==> src/rtl/isa_joy_pkg.sv <==
// -----------------------------------------------------------------------------
// isa_joy_pkg
// Shared definitions for the ISA joystick hub: register offsets inside the
// 16-byte I/O window, the event FIFO entry layout, the FIFO status byte
// layout and the control register layout.
// Optional feature macro used by the users of this package: JOY_EVENT_FIFO_EN.
// -----------------------------------------------------------------------------
package isa_joy_pkg;

   // Offsets of the event/control registers; offsets 0..7 are channel pairs
   localparam logic [3:0] OFF_EVT_LO    = 4'h8;
   localparam logic [3:0] OFF_EVT_HI    = 4'h9;
   localparam logic [3:0] OFF_FIFO_STAT = 4'hA;
   localparam logic [3:0] OFF_CTRL      = 4'hB;

   // One queued button-change event; low byte is popped, high byte peeked
   typedef struct packed {
      logic [1:0]  chan;
      logic [1:0]  rsvd;
      logic [11:0] status;
   } joy_event_t;

   // Byte returned from the FIFO status register
   typedef struct packed {
      logic       empty;
      logic       full;
      logic       overflow;
      logic [4:0] count;
   } fifo_status_t;

   // Byte written to the control register
   typedef struct packed {
      logic [5:0] rsvd;
      logic       flush;
      logic       irq_en;
   } ctrl_t;

   function automatic logic [7:0] pack_fifo_status(input logic       empty,
                                                   input logic       full,
                                                   input logic       overflow,
                                                   input logic [4:0] count);
      fifo_status_t s;
      s.empty    = empty;
      s.full     = full;
      s.overflow = overflow;
      s.count    = count;
      return s;
   endfunction

endpackage

==> src/rtl/joy_event_fifo.sv <==
// -----------------------------------------------------------------------------
// joy_event_fifo
// Synchronous FIFO of joy_event_t entries with occupancy count. A push while
// full is accepted only when a pop happens in the same cycle; flush empties
// the FIFO and takes priority over push/pop.
// Ports:
//   clk14, reset         clock, asynchronous active-high reset
//   push, wdata          write request and entry
//   pop, rdata           read request and head entry (valid when !empty)
//   flush                one-shot clear of pointers and count
//   count, empty, full   occupancy
// -----------------------------------------------------------------------------
module joy_event_fifo
   import isa_joy_pkg::*;
#(
   parameter int DEPTH = 16
) (
   input  logic                     clk14,
   input  logic                     reset,
   input  logic                     push,
   input  joy_event_t               wdata,
   input  logic                     pop,
   input  logic                     flush,
   output joy_event_t               rdata,
   output logic [$clog2(DEPTH):0]   count,
   output logic                     empty,
   output logic                     full
);

   localparam int AW = $clog2(DEPTH);
   localparam int CW = AW + 1;

   joy_event_t    mem [DEPTH];
   logic [AW-1:0] wptr_q, wptr_d;
   logic [AW-1:0] rptr_q, rptr_d;
   logic [CW-1:0] count_q, count_d;
   logic          push_ok;
   logic          pop_ok;

   assign empty = (count_q == '0);
   assign full  = (count_q == CW'(DEPTH));
   assign count = count_q;
   assign rdata = mem[rptr_q];

   // When full, a push only fits if the head leaves in the same cycle; the
   // head is read combinationally before the slot is overwritten.
   always_comb begin
      pop_ok  = pop & ~empty & ~flush;
      push_ok = push & (~full | pop_ok) & ~flush;
      wptr_d  = wptr_q;
      rptr_d  = rptr_q;
      count_d = count_q;
      if (flush) begin
         wptr_d  = '0;
         rptr_d  = '0;
         count_d = '0;
      end else begin
         if (push_ok) wptr_d = wptr_q + 1'b1;
         if (pop_ok)  rptr_d = rptr_q + 1'b1;
         count_d = count_q + CW'(push_ok) - CW'(pop_ok);
      end
   end

   // Pointer and count registers
   always_ff @(posedge clk14 or posedge reset) begin
      if (reset) begin
         wptr_q  <= '0;
         rptr_q  <= '0;
         count_q <= '0;
      end else begin
         wptr_q  <= wptr_d;
         rptr_q  <= rptr_d;
         count_q <= count_d;
      end
   end

   // Storage array, contents are don't-care until written
   always_ff @(posedge clk14) begin
      if (push_ok) mem[wptr_q] <= wdata;
   end

endmodule

==> src/rtl/isa_joy_hub.sv <==
// -----------------------------------------------------------------------------
// isa_joy_hub
// ISA I/O slave exposing up to four joystick channels in a 16-byte window.
// Offsets 2i/2i+1 return channel i status low byte and a shadowed
// {type,2'b00,status[11:8]} captured on the 2i read. With JOY_EVENT_FIFO_EN
// defined, button changes are queued as events (0x8 pop, 0x9 peek, 0xA status,
// 0xB control) and an interrupt is raised; otherwise 0x8..0xB read 0x00,
// writes are ignored and irq is tied low.
// Ports:
//   clk14, reset          14 MHz ISA clock, asynchronous active-high reset
//   ior_n, iow_n, a       asynchronous ISA strobes and address
//   d_in, d_out, d_oe     write data, read data, data bus drive enable
//   joy_status, joy_type  packed per-channel buttons (12b) and type (2b)
//   joy_valid             per-channel new-sample pulse
//   irq                   level interrupt
// -----------------------------------------------------------------------------
module isa_joy_hub
   import isa_joy_pkg::*;
#(
   parameter int          NUM_JOY    = 2,
   parameter logic [15:0] BASE_ADDR  = 16'h0250,
   parameter int          FIFO_DEPTH = 16
) (
   input  logic                  clk14,
   input  logic                  reset,
   input  logic                  ior_n,
   input  logic                  iow_n,
   input  logic [15:0]           a,
   input  logic [7:0]            d_in,
   output logic [7:0]            d_out,
   output logic                  d_oe,
   input  logic [NUM_JOY*12-1:0] joy_status,
   input  logic [NUM_JOY*2-1:0]  joy_type,
   input  logic [NUM_JOY-1:0]    joy_valid,
   output logic                  irq
);

   logic [1:0]  ior_sync_q, ior_sync_d;
   logic [1:0]  iow_sync_q, iow_sync_d;
   logic        ior_prev_q, ior_prev_d;
   logic        iow_prev_q, iow_prev_d;
   logic [7:0]  d_out_q, d_out_d;
   logic        d_oe_q, d_oe_d;
   logic [5:0]  shadow_q [NUM_JOY];
   logic [5:0]  shadow_d [NUM_JOY];
   logic [11:0] stat [NUM_JOY];
   logic [1:0]  typ [NUM_JOY];
   logic        ior_s;
   logic        iow_s;
   logic        addr_hit;
   logic        rd_start;
   logic        wr_start;
   logic [3:0]  offset;
   logic [7:0]  evt_byte;

   for (genvar g = 0; g < NUM_JOY; g++) begin : g_unpack
      assign stat[g] = joy_status[g*12 +: 12];
      assign typ[g]  = joy_type[g*2 +: 2];
   end

   assign ior_s    = ior_sync_q[1];
   assign iow_s    = iow_sync_q[1];
   assign offset   = a[3:0];
   assign addr_hit = (a[15:4] == BASE_ADDR[15:4]);
   assign rd_start = ior_prev_q & ~ior_s & addr_hit;
   assign wr_start = iow_prev_q & ~iow_s & addr_hit;
   assign d_out    = d_out_q;
   assign d_oe     = d_oe_q;

   // Bus front end: strobe synchronisers, read data capture and the odd-offset
   // shadow. The even read latches the upper half so the following odd read
   // returns a pair that belongs to the same sample.
   always_comb begin
      ior_sync_d = {ior_sync_q[0], ior_n};
      iow_sync_d = {iow_sync_q[0], iow_n};
      ior_prev_d = ior_s;
      iow_prev_d = iow_s;
      d_oe_d     = addr_hit & ~ior_s;
      d_out_d    = d_out_q;
      shadow_d   = shadow_q;
      if (rd_start) begin
         d_out_d = 8'h00;
         case (offset)
            OFF_EVT_LO, OFF_EVT_HI, OFF_FIFO_STAT, OFF_CTRL: d_out_d = evt_byte;
            default: begin
               for (int i = 0; i < NUM_JOY; i++) begin
                  if (offset[3:1] == 3'(i)) begin
                     if (offset[0]) begin
                        d_out_d = {shadow_q[i][5:4], 2'b00, shadow_q[i][3:0]};
                     end else begin
                        d_out_d     = stat[i][7:0];
                        shadow_d[i] = {typ[i], stat[i][11:8]};
                     end
                  end
               end
            end
         endcase
      end
   end

   // Bus front end registers; d_oe drops the instant reset asserts
   always_ff @(posedge clk14 or posedge reset) begin
      if (reset) begin
         ior_sync_q <= 2'b11;
         iow_sync_q <= 2'b11;
         ior_prev_q <= 1'b1;
         iow_prev_q <= 1'b1;
         d_out_q    <= 8'h00;
         d_oe_q     <= 1'b0;
         for (int i = 0; i < NUM_JOY; i++) shadow_q[i] <= '0;
      end else begin
         ior_sync_q <= ior_sync_d;
         iow_sync_q <= iow_sync_d;
         ior_prev_q <= ior_prev_d;
         iow_prev_q <= iow_prev_d;
         d_out_q    <= d_out_d;
         d_oe_q     <= d_oe_d;
         shadow_q   <= shadow_d;
      end
   end

`ifdef JOY_EVENT_FIFO_EN

   localparam int COUNT_W = $clog2(FIFO_DEPTH) + 1;

   logic [11:0]        last_q [NUM_JOY];
   logic [11:0]        last_d [NUM_JOY];
   logic [NUM_JOY-1:0] pending_q, pending_d;
   logic [NUM_JOY-1:0] set_mask, clear_mask;
   logic               overflow_q, overflow_d;
   logic               irq_en_q, irq_en_d;
   logic               irq_q, irq_d;
   logic               fifo_push, fifo_pop, fifo_flush;
   logic               fifo_empty, fifo_full;
   logic [COUNT_W-1:0] fifo_count;
   joy_event_t         push_entry, head;
   ctrl_t              ctrl_wr;
   logic               ctrl_hit;
   logic               stat_rd;
   logic               unused_ctrl;

   assign ctrl_wr     = ctrl_t'(d_in);
   assign unused_ctrl = ^ctrl_wr.rsvd;
   assign ctrl_hit    = wr_start & (offset == OFF_CTRL);
   assign stat_rd     = rd_start & (offset == OFF_FIFO_STAT);
   assign fifo_flush  = ctrl_hit & ctrl_wr.flush;
   assign fifo_pop    = rd_start & (offset == OFF_EVT_LO) & ~fifo_empty;
   assign irq         = irq_q;

   // Change detection, lowest-index arbitration and overflow/irq bookkeeping.
   // A channel whose event is pushed in the same cycle it changes again keeps
   // its pending bit, so the newer sample follows as its own event.
   always_comb begin
      last_d     = last_q;
      set_mask   = '0;
      clear_mask = '0;
      fifo_push  = 1'b0;
      push_entry = '0;
      for (int i = 0; i < NUM_JOY; i++) begin
         if (joy_valid[i] && (stat[i] != last_q[i])) begin
            set_mask[i] = 1'b1;
            last_d[i]   = stat[i];
         end
      end
      for (int i = NUM_JOY - 1; i >= 0; i--) begin
         if (pending_q[i]) begin
            fifo_push         = 1'b1;
            clear_mask        = '0;
            clear_mask[i]     = 1'b1;
            push_entry.chan   = 2'(i);
            push_entry.rsvd   = 2'b00;
            push_entry.status = last_q[i];
         end
      end
      pending_d = fifo_flush ? '0 : ((pending_q & ~clear_mask) | set_mask);
      if (fifo_flush) begin
         overflow_d = 1'b0;
      end else if (stat_rd) begin
         overflow_d = fifo_push & fifo_full & ~fifo_pop;
      end else begin
         overflow_d = overflow_q | (fifo_push & fifo_full & ~fifo_pop);
      end
      irq_en_d = ctrl_hit ? ctrl_wr.irq_en : irq_en_q;
      irq_d    = irq_en_q & ~fifo_empty;
      evt_byte = 8'h00;
      case (offset)
         OFF_EVT_LO:    evt_byte = fifo_empty ? 8'h00 : head[7:0];
         OFF_EVT_HI:    evt_byte = fifo_empty ? 8'h00 : head[15:8];
         OFF_FIFO_STAT: evt_byte = pack_fifo_status(fifo_empty, fifo_full,
                                                    overflow_q, 5'(fifo_count));
         default:       evt_byte = 8'h00;
      endcase
   end

   // Event-side registers
   always_ff @(posedge clk14 or posedge reset) begin
      if (reset) begin
         for (int i = 0; i < NUM_JOY; i++) last_q[i] <= '0;
         pending_q  <= '0;
         overflow_q <= 1'b0;
         irq_en_q   <= 1'b0;
         irq_q      <= 1'b0;
      end else begin
         last_q     <= last_d;
         pending_q  <= pending_d;
         overflow_q <= overflow_d;
         irq_en_q   <= irq_en_d;
         irq_q      <= irq_d;
      end
   end

   joy_event_fifo #(
      .DEPTH (FIFO_DEPTH)
   ) u_fifo (
      .clk14 (clk14),
      .reset (reset),
      .push  (fifo_push),
      .wdata (push_entry),
      .pop   (fifo_pop),
      .flush (fifo_flush),
      .rdata (head),
      .count (fifo_count),
      .empty (fifo_empty),
      .full  (fifo_full)
   );

`else

   logic unused_inputs;

   assign unused_inputs = ^{d_in, joy_valid, wr_start};
   assign evt_byte      = 8'h00;
   assign irq           = 1'b0;

`endif

endmodule

==> config.mk <==
export PLATFORM = sky130hd
export DESIGN_NAME = isa_joy_hub
export DESIGN_NICKNAME = d
export VERILOG_FILES = /design/src/rtl/isa_joy_pkg.sv /design/src/rtl/joy_event_fifo.sv /design/src/rtl/isa_joy_hub.sv
export SDC_FILE = /design/constraint.sdc
export NUM_CORES = 1
export LEC_CHECK = 0
export ABC_AREA = 1
export CAP_MARGIN = 20
export CORE_MARGIN = 1
export CORE_UTILIZATION = 44
export DETAILED_ROUTE_END_ITERATION = 12
export GPL_TIMING_DRIVEN = 0
export PLACE_DENSITY_LB_ADDON = 0.25
export SYNTH_ARGS = -nofsm -noshare
export SYNTH_HDL_FRONTEND = slang
export SYNTH_SLANG_ARGS = --single-unit
export TNS_END_PERCENT = 5
==> constraint.sdc <==
create_clock -name clk14 -period 2.6 [get_ports clk14]
set_input_delay 0.78 -clock clk14 [delete_from_list [all_inputs] [get_ports clk14]]
set_output_delay 0.78 -clock clk14 [all_outputs]
set_load 0.1 [all_outputs]
==> metrics.txt <==
FF+latch count, synth 24; Reg power frac 52.9%; CTS tree done; Slew HR 35.5%; Critical Path RT 1.82 ns; CP Capture Type output port; switching share of total power 24.6%; Routed WL 3130 um; vias in the first global route 1,273; clock buffer depth 2; internal power 0.541 mW; Synth Warn # 0; die area 0.00349 mm^2; PwrDens 345 mW/mm^2; Via density 4.55; diode count 0; Residual DRC 0; Post-Syn Nets 259; Pleak 1.19 nW; Filler Cell Count 271; status completed; final core utilization 67.5%; # clock sinks 24; grt ovf 0; remaining antenna violation count 0; Comb pwr share 19.5%; final cycle utilization of the critical path 89.6%; fin. max-slew vios 0; max cap viols 0; Synth Instances 201; hold slack 0.371 ns; first-pass GRT wire length 5360 um; final clock skew 0.00510 ns; chip height 59.0 um; num rows 20; clock slew at reported path FFs 0.13 ns; CP Class flip-flop to output port; syn_area_per_cell 7.12 um^2; Async SR Flop Fraction 100%; Max VDD drop 0.210 mV; cell breakdown of the critical path dlygate4sd2_1; EDFF count, synth 0; WP buf/inv 1; clock latency at the later pin of the worst-skew pair 0.32 ns; io pins 68; CP max-delay cell dlygate4sd2_1; Cell Area, Synth 0.00143 mm^2; FMAX 0.429 GHz; Top delay family on crit path buffers and inverters; Detailed Route Iter0 Violations 46; Commonest cells post-synth 110 x nand2_1, 21 x dfrtp_1, 19 x inv_1; WP data arrival 1.55 ns; CTS Root Cell clkbuf_4; element type at the critical path start flip-flop; Overall Global Routing Usage 20.3%; clock power share 27.7%; first drt pass iteration count 4; post-synth top area cell dfrtp_1; layout cells sized above 1 9.62%; worst slew pin tran 0.966 ns; Num CTS Buffers 3; max incr delay on CP 0.86 ns; Primary FF master, synth dfrtp_1; synth-to-layout area growth 45.1%; GP Congestion 0.832; final worst path period need 2.33 ns; Final setup viols 0; final net count 319; H-tree levels 1; core area 0.00308 mm^2; share of the synthesized area in the top cell type 36.7%; Starting Density 46.5%; vias post-DR 1,383; Die W 59.0 um; HPWL Detailed 2530 um; most numerous cell in the Yosys netlist nand2_1; RSZ-0062 raised after global routing no; HP Class flip-flop to flip-flop; PortBufs 55; largest net degree at the start of global routing 25; Distinct cells, synth 20; post-synthesis sequential area ratio 42.2%; Fin. Hold Viols 0; Post-CTS Setup Inserts 0; Critical Path Fanout Max 2; synth top area cells dfrtp_1 37%, nand2_1 29%, nand4_1 5.7%, dfstp_2 5.5%, inv_1 5.0%; sw power 0.176 mW; total negative slack 0 ns; initial antenna violation count 0; DR WL/cell 10.3 um
-- cell usage in the layout (no fill, tap or decap) --
cell and n:
nand2_1 110, buf_4 1, o211ai_1 2, nor3_4 1, nand3_4 1, dlymetal6s2s_1 4, nor3_1 3, o21ai_2 1
clkdlybuf4s50_1 46, nand4_1 13, dlygate4sd2_1 5, conb_1 1, clkbuf_8 1, clkbuf_1 1, clkbuf_4 3, dfstp_2 3
inv_2 3, inv_1 19, nor2_1 9, dfrtp_1 21, nand3_1 1, nor2_4 5, buf_6 3, nand4_4 1
nand2_2 2
-- per-stage QoR --
step / cell area [um^2] / instances / setup slack [ns] / power, mW
4_1_cts: 2070 / 304 / 0.00124 / 0.722
6_report: 2080 / 304 / 0.269 / 0.717
2_1_floorplan: 1430 / 201 / 0.922 / 0.443
3_3_place_gp: 2040 / 300 / 0.347 / 0.525
3_5_place_dp: 2040 / 300 / 0.324 / 0.527
5_1_grt: 2080 / 304 / 0.218 / 0.750
-- layer usage --
layer / up-vias / track usage (%) / share of wire, %
met1: 592 / 27.2 / 45
met4: 0 / 6.80 / 1.9
met3: 8 / 2.18 / 4.3
met5: - / 0 / 0
li1: 737 / - / -
met2: 46 / 34.3 / 48
-- registers in the layout, summed over array words and instances, names as in the netlist --
register    count
shadow_q       12
d_oe            1
d_out           8
ior_prev_q      1
ior_sync_q      2
-- path summary, 6_finish.rpt --
check	start	end	slack, ns	cells past startpoint
min in group asynchronous	reset	d_out[6]	0.93	2
hold reg to reg	ior_sync_q[0]	ior_sync_q[1]	0.37	0
max in group asynchronous	reset	shadow_q[7]	1.14	2
setup reg to reg	ior_prev_q	shadow_q[7]	1.15	5
setup / recovery	d_out[0]	d_out[0]	0.27	1
hold / removal	ior_sync_q[0]	ior_sync_q[1]	0.37	0
-- worst register-to-register path, cell delays in order (launching register included) --
cell and delay (ns):
dfstp_2 0.54, inv_1 0.05, nor2_4 0.20, clkbuf_1 0.35
nand4_1 0.17, nand2_1 0.08
-- power groups by stage --
stage | combinational [mW] | clock [mW] | sequential (mW)
2_1_floorplan | 0.0569 | 0 | 0.386
3_3_place_gp | 0.139 | 0 | 0.386
3_5_place_dp | 0.141 | 0 | 0.386
4_1_cts | 0.141 | 0.201 | 0.379
5_1_grt | 0.155 | 0.215 | 0.380
6_report | 0.140 | 0.198 | 0.379
-- cell families (layout without fill, tap and decap cells) --
kind of cell / after synthesis / count (layout) / synth area share, %
flip-flops: 24 / 24 / 42.2
AO/OA/AOI/OAI: 3 / 3 / 1.66
other: 1 / 1 / 0.262
buffers and inverters: 27 / 86 / 8.92
AND/OR/NAND/NOR: 146 / 146 / 46.9
-- timing repair --
| action | in CTS | in global routing |
|---|---|---|
| hold buffers | 0 | 0 |
| gates resized for setup | 5 | 4 |
| endpoints found under the setup margin | 5 | 4 |
-- area by class of cell --
class	count	area, um^2	share of cell area (%)
plain buffers	5	45.0	2.17
clock buffers	4	36.3	1.75
inverters	22	82.6	3.98
multi-input cells	150	699	33.7
flip-flops and latches	24	604	29.1
well taps	44	55.1	2.65
repair buffers	55	554	26.7
(Power assumes the default switching activity.)
